File: config.mk
export PLATFORM = sky130hd
export DESIGN_NAME = spi_slave_rx
export DESIGN_NICKNAME = d
export VERILOG_FILES = /design/src/rtl/spi_pkg.sv /design/src/rtl/sync_ff.sv /design/src/rtl/spi_slave_rx.sv
export SDC_FILE = /design/constraint.sdc
export NUM_CORES = 1
export LEC_CHECK = 0
export CAP_MARGIN = 20
export CORE_UTILIZATION = 51
export DETAILED_ROUTE_END_ITERATION = 8
export HOLD_SLACK_MARGIN = 0.02
export PLACE_DENSITY = 0.75
export SYNTH_ARGS = -nofsm -noshare
export SYNTH_HDL_FRONTEND = slang
export SYNTH_SLANG_ARGS = --single-unit
export TNS_END_PERCENT = 30
File: constraint.sdc
create_clock -name clk -period 1.7 [get_ports clk]
set_input_delay 0.34 -clock clk [delete_from_list [all_inputs] [get_ports clk]]
set_output_delay 0.34 -clock clk [all_outputs]
set_load 0.02 [all_outputs]
File: src/rtl/spi_pkg.sv
// Definitions shared by the SPI master and slave: frame FSM states and default frame width.
package spi_pkg;

  localparam int SPI_DW_DEFAULT = 12;

  typedef enum logic [1:0] {
    ST_IDLE  = 2'd0,
    ST_SETUP = 2'd1,
    ST_SHIFT = 2'd2,
    ST_DONE  = 2'd3
  } spi_state_e;

  // Bit counter must be able to hold DW itself, so it saturates instead of wrapping.
  function automatic int spi_cnt_width(input int dw);
    return $clog2(dw + 1);
  endfunction

endpackage

File: src/rtl/sync_ff.sv
// Multi-flop synchronizer for a single asynchronous input, with a configurable reset level.
module sync_ff #(
  parameter int   STAGES  = 2,
  parameter logic RST_VAL = 1'b0
) (
  input  logic clk,
  input  logic rst,
  input  logic d_i,
  output logic q_o
);

  logic [STAGES-1:0] sync_q;

  always_ff @(posedge clk) begin
    if (rst) begin
      sync_q <= {STAGES{RST_VAL}};
    end else begin
      sync_q[0] <= d_i;
      for (int i = 1; i < STAGES; i++) begin
        sync_q[i] <= sync_q[i-1];
      end
    end
  end

  assign q_o = sync_q[STAGES-1];

endmodule

File: src/rtl/spi_slave_rx.sv
// SPI receive-only slave (mode with sampling on sclk falling edge, LSB first).
// Oversamples sclk/cs/mosi with clk; reports a completed word or an aborted frame.
module spi_slave_rx
  import spi_pkg::*;
#(
  parameter int DW          = SPI_DW_DEFAULT,
  parameter int SYNC_STAGES = 2
) (
  input  logic          clk,
  input  logic          rst,
  input  logic          sclk,
  input  logic          cs,
  input  logic          mosi,
  output logic [DW-1:0] dout,
  output logic          valid,
  output logic          frame_err,
  output logic          busy
);

  localparam int CW = spi_cnt_width(DW);
  localparam int FW = $clog2(SYNC_STAGES + 1);
  localparam logic [FW-1:0] FLUSH_DONE = FW'(SYNC_STAGES);

  logic sclk_s;
  logic cs_s;
  logic mosi_s;

  sync_ff #(.STAGES(SYNC_STAGES), .RST_VAL(1'b0)) u_sync_sclk (
    .clk (clk), .rst (rst), .d_i (sclk), .q_o (sclk_s)
  );
  sync_ff #(.STAGES(SYNC_STAGES), .RST_VAL(1'b1)) u_sync_cs (
    .clk (clk), .rst (rst), .d_i (cs), .q_o (cs_s)
  );
  sync_ff #(.STAGES(SYNC_STAGES), .RST_VAL(1'b0)) u_sync_mosi (
    .clk (clk), .rst (rst), .d_i (mosi), .q_o (mosi_s)
  );

  spi_state_e    state_q;
  logic [CW-1:0] count_q;
  logic [DW-1:0] shift_q;
  logic [DW-1:0] dout_q;
  logic          valid_q;
  logic          frame_err_q;
  logic          busy_q;
  logic          pend_q;
  logic          arm_q;
  logic [FW-1:0] flush_q;
  logic          sclk_prev_q;

  logic fall;
  logic last_bit;

  assign fall     = sclk_prev_q & ~sclk_s;
  assign last_bit = (count_q == CW'(DW - 1));

  // arm_q blocks a new frame until cs is seen high after the synchronizer has
  // flushed its reset levels, so a cs held low through reset cannot restart a frame.
  always_ff @(posedge clk) begin
    if (rst) begin
      state_q     <= ST_IDLE;
      count_q     <= '0;
      shift_q     <= '0;
      dout_q      <= '0;
      valid_q     <= 1'b0;
      frame_err_q <= 1'b0;
      busy_q      <= 1'b0;
      pend_q      <= 1'b0;
      arm_q       <= 1'b0;
      flush_q     <= '0;
      sclk_prev_q <= 1'b0;
    end else begin
      sclk_prev_q <= sclk_s;
      valid_q     <= 1'b0;
      frame_err_q <= 1'b0;

      if (flush_q != FLUSH_DONE) begin
        flush_q <= flush_q + FW'(1);
      end else if (cs_s) begin
        arm_q <= 1'b1;
      end

      if (pend_q) begin
        dout_q  <= shift_q;
        valid_q <= 1'b1;
        pend_q  <= 1'b0;
      end

      case (state_q)
        ST_IDLE: begin
          if (!cs_s && arm_q) begin
            state_q <= ST_SETUP;
            busy_q  <= 1'b1;
            count_q <= '0;
            shift_q <= '0;
          end
        end

        ST_SETUP: begin
          if (cs_s) begin
            state_q     <= ST_IDLE;
            busy_q      <= 1'b0;
            frame_err_q <= 1'b1;
          end else if (fall) begin
            state_q <= ST_SHIFT;
          end
        end

        ST_SHIFT: begin
          // A completing edge beats a simultaneous cs release; any other edge loses to it.
          if (fall && (last_bit || !cs_s)) begin
            for (int i = 0; i < DW; i++) begin
              if (count_q == CW'(i)) begin
                shift_q[i] <= mosi_s;
              end
            end
            if (count_q != CW'(DW)) begin
              count_q <= count_q + CW'(1);
            end
            if (last_bit) begin
              state_q <= ST_DONE;
              pend_q  <= 1'b1;
            end
          end else if (cs_s) begin
            state_q     <= ST_IDLE;
            busy_q      <= 1'b0;
            frame_err_q <= 1'b1;
          end
        end

        ST_DONE: begin
          if (cs_s) begin
            state_q <= ST_IDLE;
            busy_q  <= 1'b0;
          end
        end

        default: begin
          state_q <= ST_IDLE;
          busy_q  <= 1'b0;
        end
      endcase
    end
  end

  assign dout      = dout_q;
  assign valid     = valid_q;
  assign frame_err = frame_err_q;
  assign busy      = busy_q;

endmodule

==> impl_metrics.tcl, run 1 <==
set metrics [dict create \
    gp_congestion 0.844 \
    cp-start-kind "flip-flop" \
    overflow 0 \
    num_rows 23 \
    sw_frac_of_total_pct 29.7 \
    dr.pass1.iters 4 \
    crit_required_ps 1360 \
    irDropWorstVdd_mv 0.580 \
    relSlewSlack_pct 77.2 \
    cts_setup_buffers 0 \
    num_vias 1618 \
    multi_input_area_mm2 0.00110 \
    p_comb_share_pct 29.1 \
    seqPwrFrac_pct 41.2 \
    die_area_mm2 0.00443 \
    crit_family "buffers and inverters" \
    setup_viol 0 \
    crit_arrival_ps 1270 \
    final_hold_viol_count 0 \
    grt_first_pass_wirelength_um 6300 \
    hp-class "flip-flop to flip-flop" \
    routed_wl_um 3880 \
    timing_worst_setup_path_type "flip-flop to output port" \
    critPathMaxFanout 3 \
    grt_start_max_net_pins 29 \
    antenna_left 0 \
    drt_iter0_drc 34 \
    maxCapViolCount 0 \
    fin_crit_ps 1610 \
    clock_latency_ps 300 \
    cts.clk_slew.worst_paths_ps 90 \
    fin_ws_ps 93.8 \
    start_util_pct 53.2 \
    gr-usage-all-layers_pct 18.8 \
    cellLeakagePower_nw 0.982 \
    crit_buf_inv 1 \
    die_w_um 66.6 \
    synth_nets 235 \
    cts_max_path_buffers 2 \
    cp-end-kind "output port" \
    tightest_slew_ps 342 \
    synth.distinct_cells 43 \
    hold_slack_ps 412 \
    grt_setup_unrepaired "yes" \
    seq_area_um2 881 \
    internal-power_mw 1.89 \
    p_sw_mw 0.796 \
    netlist_area_mm2 0.00213 \
    antenna_found_initial 0 \
    root_buffer "clkbuf_8" \
    fmax_mhz 623 \
    grt_pass1_vias 1429 \
    clkSinkCount 44 \
    dp_hpwl_um 2720 \
    dp_slack_ps 35.5 \
    fill_cells 348 \
    cts_tree "yes" \
    ctsHtreeMaxLevel 2 \
    nNetsFinal 266 \
    synth_edf_count 0 \
    drive_gt1_share_pct 19.4 \
    slowest_stage "clkdlybuf4s50_1" \
    core_mm2 0.00400 \
    io_buffers 19 \
    via_per_inst 5.34 \
    clkPwrFrac_pct 29.7 \
    wl_per_cell_um 12.8 \
    cts_buffers 5 \
    ys_warn_count 0 \
    critPathMaxStageDelay_ps 610 \
    synthTopCellsByArea "dfxtp_1, mux2i_1, a211oi_2" \
    synth-seq-cells 44 \
    die_h_um 66.6 \
    syn2layout_area_growth_pct 19.2 \
    ys.flop_type "dfxtp_1" \
    antenna_cells 0 \
    status "finished, final reports clean" \
    yosysTopAreaCell "dfxtp_1" \
    yosysSeqAreaShare_pct 41.4 \
    crit_chain "clkdlybuf4s50_1" \
    placed_cell_area_mm2 0.00241 \
    syn_inst 221 \
    synthDominantCellAreaShare_pct 41.4 \
    syn_avg_cell_area_um2 9.62 \
    clock_skew_ps 8.00 \
    final_area_mm2 0.00253 \
    p_per_area_mw_per_mm2 1060 \
    ios 20 \
    drc 0 \
    async_flop_share_pct 0 \
    period_share_pct 94.5 \
    drv_slew 0 \
]
## per-stage QoR
stage	cells	power, mW	TNS (ps)	utilization, %
5_1_grt	303	2.83	-7.03	63.4
2_1_floorplan	221	1.78	0	-
3_5_place_dp	295	1.90	0	60.3
6_report	303	2.68	0	63.4
4_1_cts	303	2.69	0	63.1
3_3_place_gp	295	1.89	0	60.3
## layout by cell type (no fill, tap or decap), types with 3 or more instances in the layout
cell type / count
a211oi_2: 9
a21oi_1: 16
a22o_1: 4
and3b_2: 3
buf_4: 21
clkbuf_8: 5
clkdlybuf4s50_1: 19
dfxtp_1: 44
ha_1: 8
inv_1: 9
mux2i_1: 23
nand2_1: 17
nand3_1: 5
nor2_1: 21
nor2b_1: 7
nor3_1: 3
o21ai_0: 5
## worst paths after layout
path / start / end / slack [ps] / cells past startpoint
max: busy / busy / 90 / 1
min: u_sync_cs.sync_q[0] / u_sync_cs.sync_q[1] / 410 / 1
max reg2reg: state_q[1] / shift_q[5] / 100 / 6
min reg2reg: u_sync_cs.sync_q[0] / u_sync_cs.sync_q[1] / 410 / 1
## cells in the mapped netlist, types with 2 or more instances
cell type and instances:
nand3_1 5, and2b_1 2, o211ai_1 2, o21ai_0 5, buf_2 2, mux2i_1 23, nand4_1 2, dfxtp_1 44
a22o_1 4, buf_4 2, nand2_1 17, a211oi_2 9, a22oi_1 3, or2_2 2, nor2b_1 7, a21oi_1 16
nor3_1 3, nor3b_1 2, inv_1 9, nor2_1 21, clkbuf_1 5, ha_1 9, buf_6 5, and3b_2 3
## cells by family (layout without fill, tap and decap cells)
| kind of cell | Yosys count | count (layout) | synth area share (%) |
|---|---|---|---|
| AOI/OAI and AO/OA | 48 | 48 | 17.1 |
| buffers and inverters | 25 | 57 | 7.41 |
| DFF | 44 | 44 | 41.4 |
| and+or+nand+nor | 71 | 71 | 17.6 |
| xor gates and xnor gates | 1 | 1 | 0.412 |
| muxes | 23 | 23 | 10.8 |
| adders and majority gates | 9 | 9 | 5.29 |
## power groups by stage
| stage | Sequential [mW] | Combinational, mW | Clock [mW] |
|---|---|---|---|
| floorplan | 1.13 | 0.642 | 0 |
| global placement | 1.13 | 0.760 | 0 |
| detailed placement | 1.13 | 0.767 | 0 |
| CTS | 1.11 | 0.773 | 0.809 |
| global route | 1.12 | 0.868 | 0.846 |
| finish | 1.11 | 0.782 | 0.796 |
## final cells by class
| class | instances | share of cell area [%] |
|---|---|---|
| clock inverter | 3 | 1.68 |
| timing repair buffer | 40 | 13.7 |
| inverter | 9 | 1.33 |
| multi-input combinational | 152 | 43.3 |
| tap | 50 | 2.47 |
| clock buffer | 5 | 2.71 |
| sequential | 44 | 34.7 |
## per-layer routing
metal	global-route usage, %	part of all wire [%]	vias to the layer above
li1	-	-	833
met1	25.2	51	738
met2	28.7	43	41
met3	4.11	4.6	6
met4	8.24	1.5	0
met5	0	0	-
## sequential cells by signal, summed over array words and instances, names as in the netlist, 2 cells and up
| signal | cells |
|---|---|
| count_q | 4 |
| dout | 12 |
| flush_q | 2 |
| shift_q | 12 |
| state_q | 2 |
| u_sync_cs.sync_q | 2 |
| u_sync_mosi.sync_q | 2 |
| u_sync_sclk.sync_q | 2 |
## what timing repair did
action / CTS / global route
setup endpoints to repair: 0 / 14
hold buffers: 0 / 0
resized for setup: 0 / 4
hold endpoints to repair: 0 / 0
Power figures use the tool's default switching activity.
==> inputs of run 2 (changes only) <==
- CORE_UTILIZATION: 51 -> 56
- MAX_ROUTING_LAYER: not set -> met4
- PLACE_DENSITY: 0.75 -> 0.84
- clock period: 1.7 -> 1.62 ns (I/O delays scaled with it)
==> impl_metrics.tcl, run 2 (synthesized netlist as in run 1, its figures left out) <==
set metrics [dict create \
    final_hold_viol_count 0 \
    fin_crit_ps 1560 \
    start_util_pct 58.1 \
    core_mm2 0.00366 \
    fmax_mhz 639 \
    period_share_pct 96.6 \
    p_sw_mw 0.848 \
    num_vias 1726 \
    sw_frac_of_total_pct 29.9 \
    fin_ws_ps 55.0 \
    crit_family "buffers and inverters" \
    syn2layout_area_growth_pct 25.3 \
    dp_slack_ps -109 \
    die_w_um 63.6 \
    ios 20 \
    overflow 0 \
    dp_hpwl_um 3080 \
    crit_arrival_ps 1240 \
    critPathMaxFanout 2 \
    timing_worst_setup_path_type "flip-flop to output port" \
    seqPwrFrac_pct 41.1 \
    internal-power_mw 1.99 \
    tns_ps 0 \
    io_buffers 19 \
    grt_pass1_vias 1543 \
    cp-end-kind "output port" \
    irDropWorstVdd_mv 0.722 \
    cellLeakagePower_nw 1.08 \
    gr-usage-all-layers_pct 23.1 \
    hold_slack_ps 412 \
    crit_required_ps 1300 \
    clkPwrFrac_pct 28.1 \
    tightest_slew_ps 429 \
    status "finished, final reports clean" \
    slowest_stage "clkdlybuf4s50_1" \
    place_inst 297 \
    wl_per_cell_um 14.5 \
    crit_chain "clkdlybuf4s50_1" \
    routed_wl_um 4420 \
    via_per_inst 5.68 \
    ctsHtreeMaxLevel 2 \
    root_buffer "clkbuf_8" \
    nNetsFinal 271 \
    final_cell_mix "dfxtp_1, mux2i_1, buf_4, nor2_1" \
    die_h_um 63.6 \
    antenna_found_initial 0 \
    cts_max_path_buffers 2 \
    grt_first_pass_wirelength_um 6980 \
    hp-class "flip-flop to flip-flop" \
    final_common_cell "dfxtp_1" \
    cp-start-kind "flip-flop" \
    p_comb_share_pct 30.8 \
    die_area_mm2 0.00405 \
    grt_start_max_net_pins 23 \
    antenna_cells 0 \
    critPathMaxStageDelay_ps 610 \
    fill_cells 276 \
    clock_skew_ps 3.78 \
    p_per_area_mw_per_mm2 1060 \
    gp_congestion 0.877 \
    num_rows 22 \
    clkSinkCount 44 \
    maxCapViolCount 0 \
    antenna_left 0 \
    drv_slew 0 \
    relSlewSlack_pct 71.3 \
    cts_tree "yes" \
    clock_latency_ps 300 \
    dr.pass1.iters 4 \
    drt_iter0_drc 69 \
    drc 0 \
    cts.clk_slew.worst_paths_ps 80 \
    drive_gt1_share_pct 25.0 \
    final_cells 304 \
    setup_viol 0 \
    crit_buf_inv 1 \
    cts_buffers 5 \
]
## run 2: per-stage QoR
step / util [%] / power [mW] / area [µm²]
2_1_floorplan: - / 1.86 / 2130
3_3_place_gp: 67.4 / 1.94 / 2470
3_5_place_dp: 67.4 / 1.96 / 2470
4_1_cts: 70.3 / 2.75 / 2570
5_1_grt: 72.8 / 2.99 / 2670
6_report: 72.8 / 2.84 / 2670
## run 2: path summary, 6_finish.rpt
path | endpoint | cells past startpoint | startpoint | slack [ps]
hold / removal | u_sync_cs.sync_q[1] | 1 | u_sync_cs.sync_q[0] | 410
setup reg to reg | shift_q[11] | 5 | sclk_prev_q | 60
setup / recovery | dout[1] | 1 | dout[1] | 60
hold reg to reg | u_sync_cs.sync_q[1] | 1 | u_sync_cs.sync_q[0] | 410
## run 2: timing repair
action                                  in CTS  in global routing
endpoints found under the setup margin      14                 18
endpoints found under the hold margin        0                  0
setup buffers                                0                  1
resized for setup                            3                 22
pin swaps                                    0                  3
hold buffers                                 0                  0
## run 2: power groups by stage
stage / Combinational (mW) / Clock, mW / Sequential (mW)
6_report: 0.872 / 0.797 / 1.17
2_1_floorplan: 0.674 / 0 / 1.19
3_3_place_gp: 0.754 / 0 / 1.19
3_5_place_dp: 0.770 / 0 / 1.19
4_1_cts: 0.783 / 0.806 / 1.16
5_1_grt: 0.958 / 0.854 / 1.17
## run 2: layout make-up
cell class | count | area, µm² | area share (%)
flip-flops and latches | 44 | 886 | 33.2
multi-input cells | 152 | 1170 | 43.8
inverters | 9 | 33.8 | 1.27
repair buffers | 45 | 419 | 15.7
clock inverters | 1 | 30.0 | 1.13
well taps | 48 | 60.1 | 2.25
clock buffers | 5 | 68.8 | 2.58
## run 2: routing by layer
metal | global-route usage (%) | routed length (µm)
met5 | - | 0
met4 | 11.1 | 134
met3 | 5.98 | 220
met2 | 36.2 | 2120
met1 | 27.3 | 1940
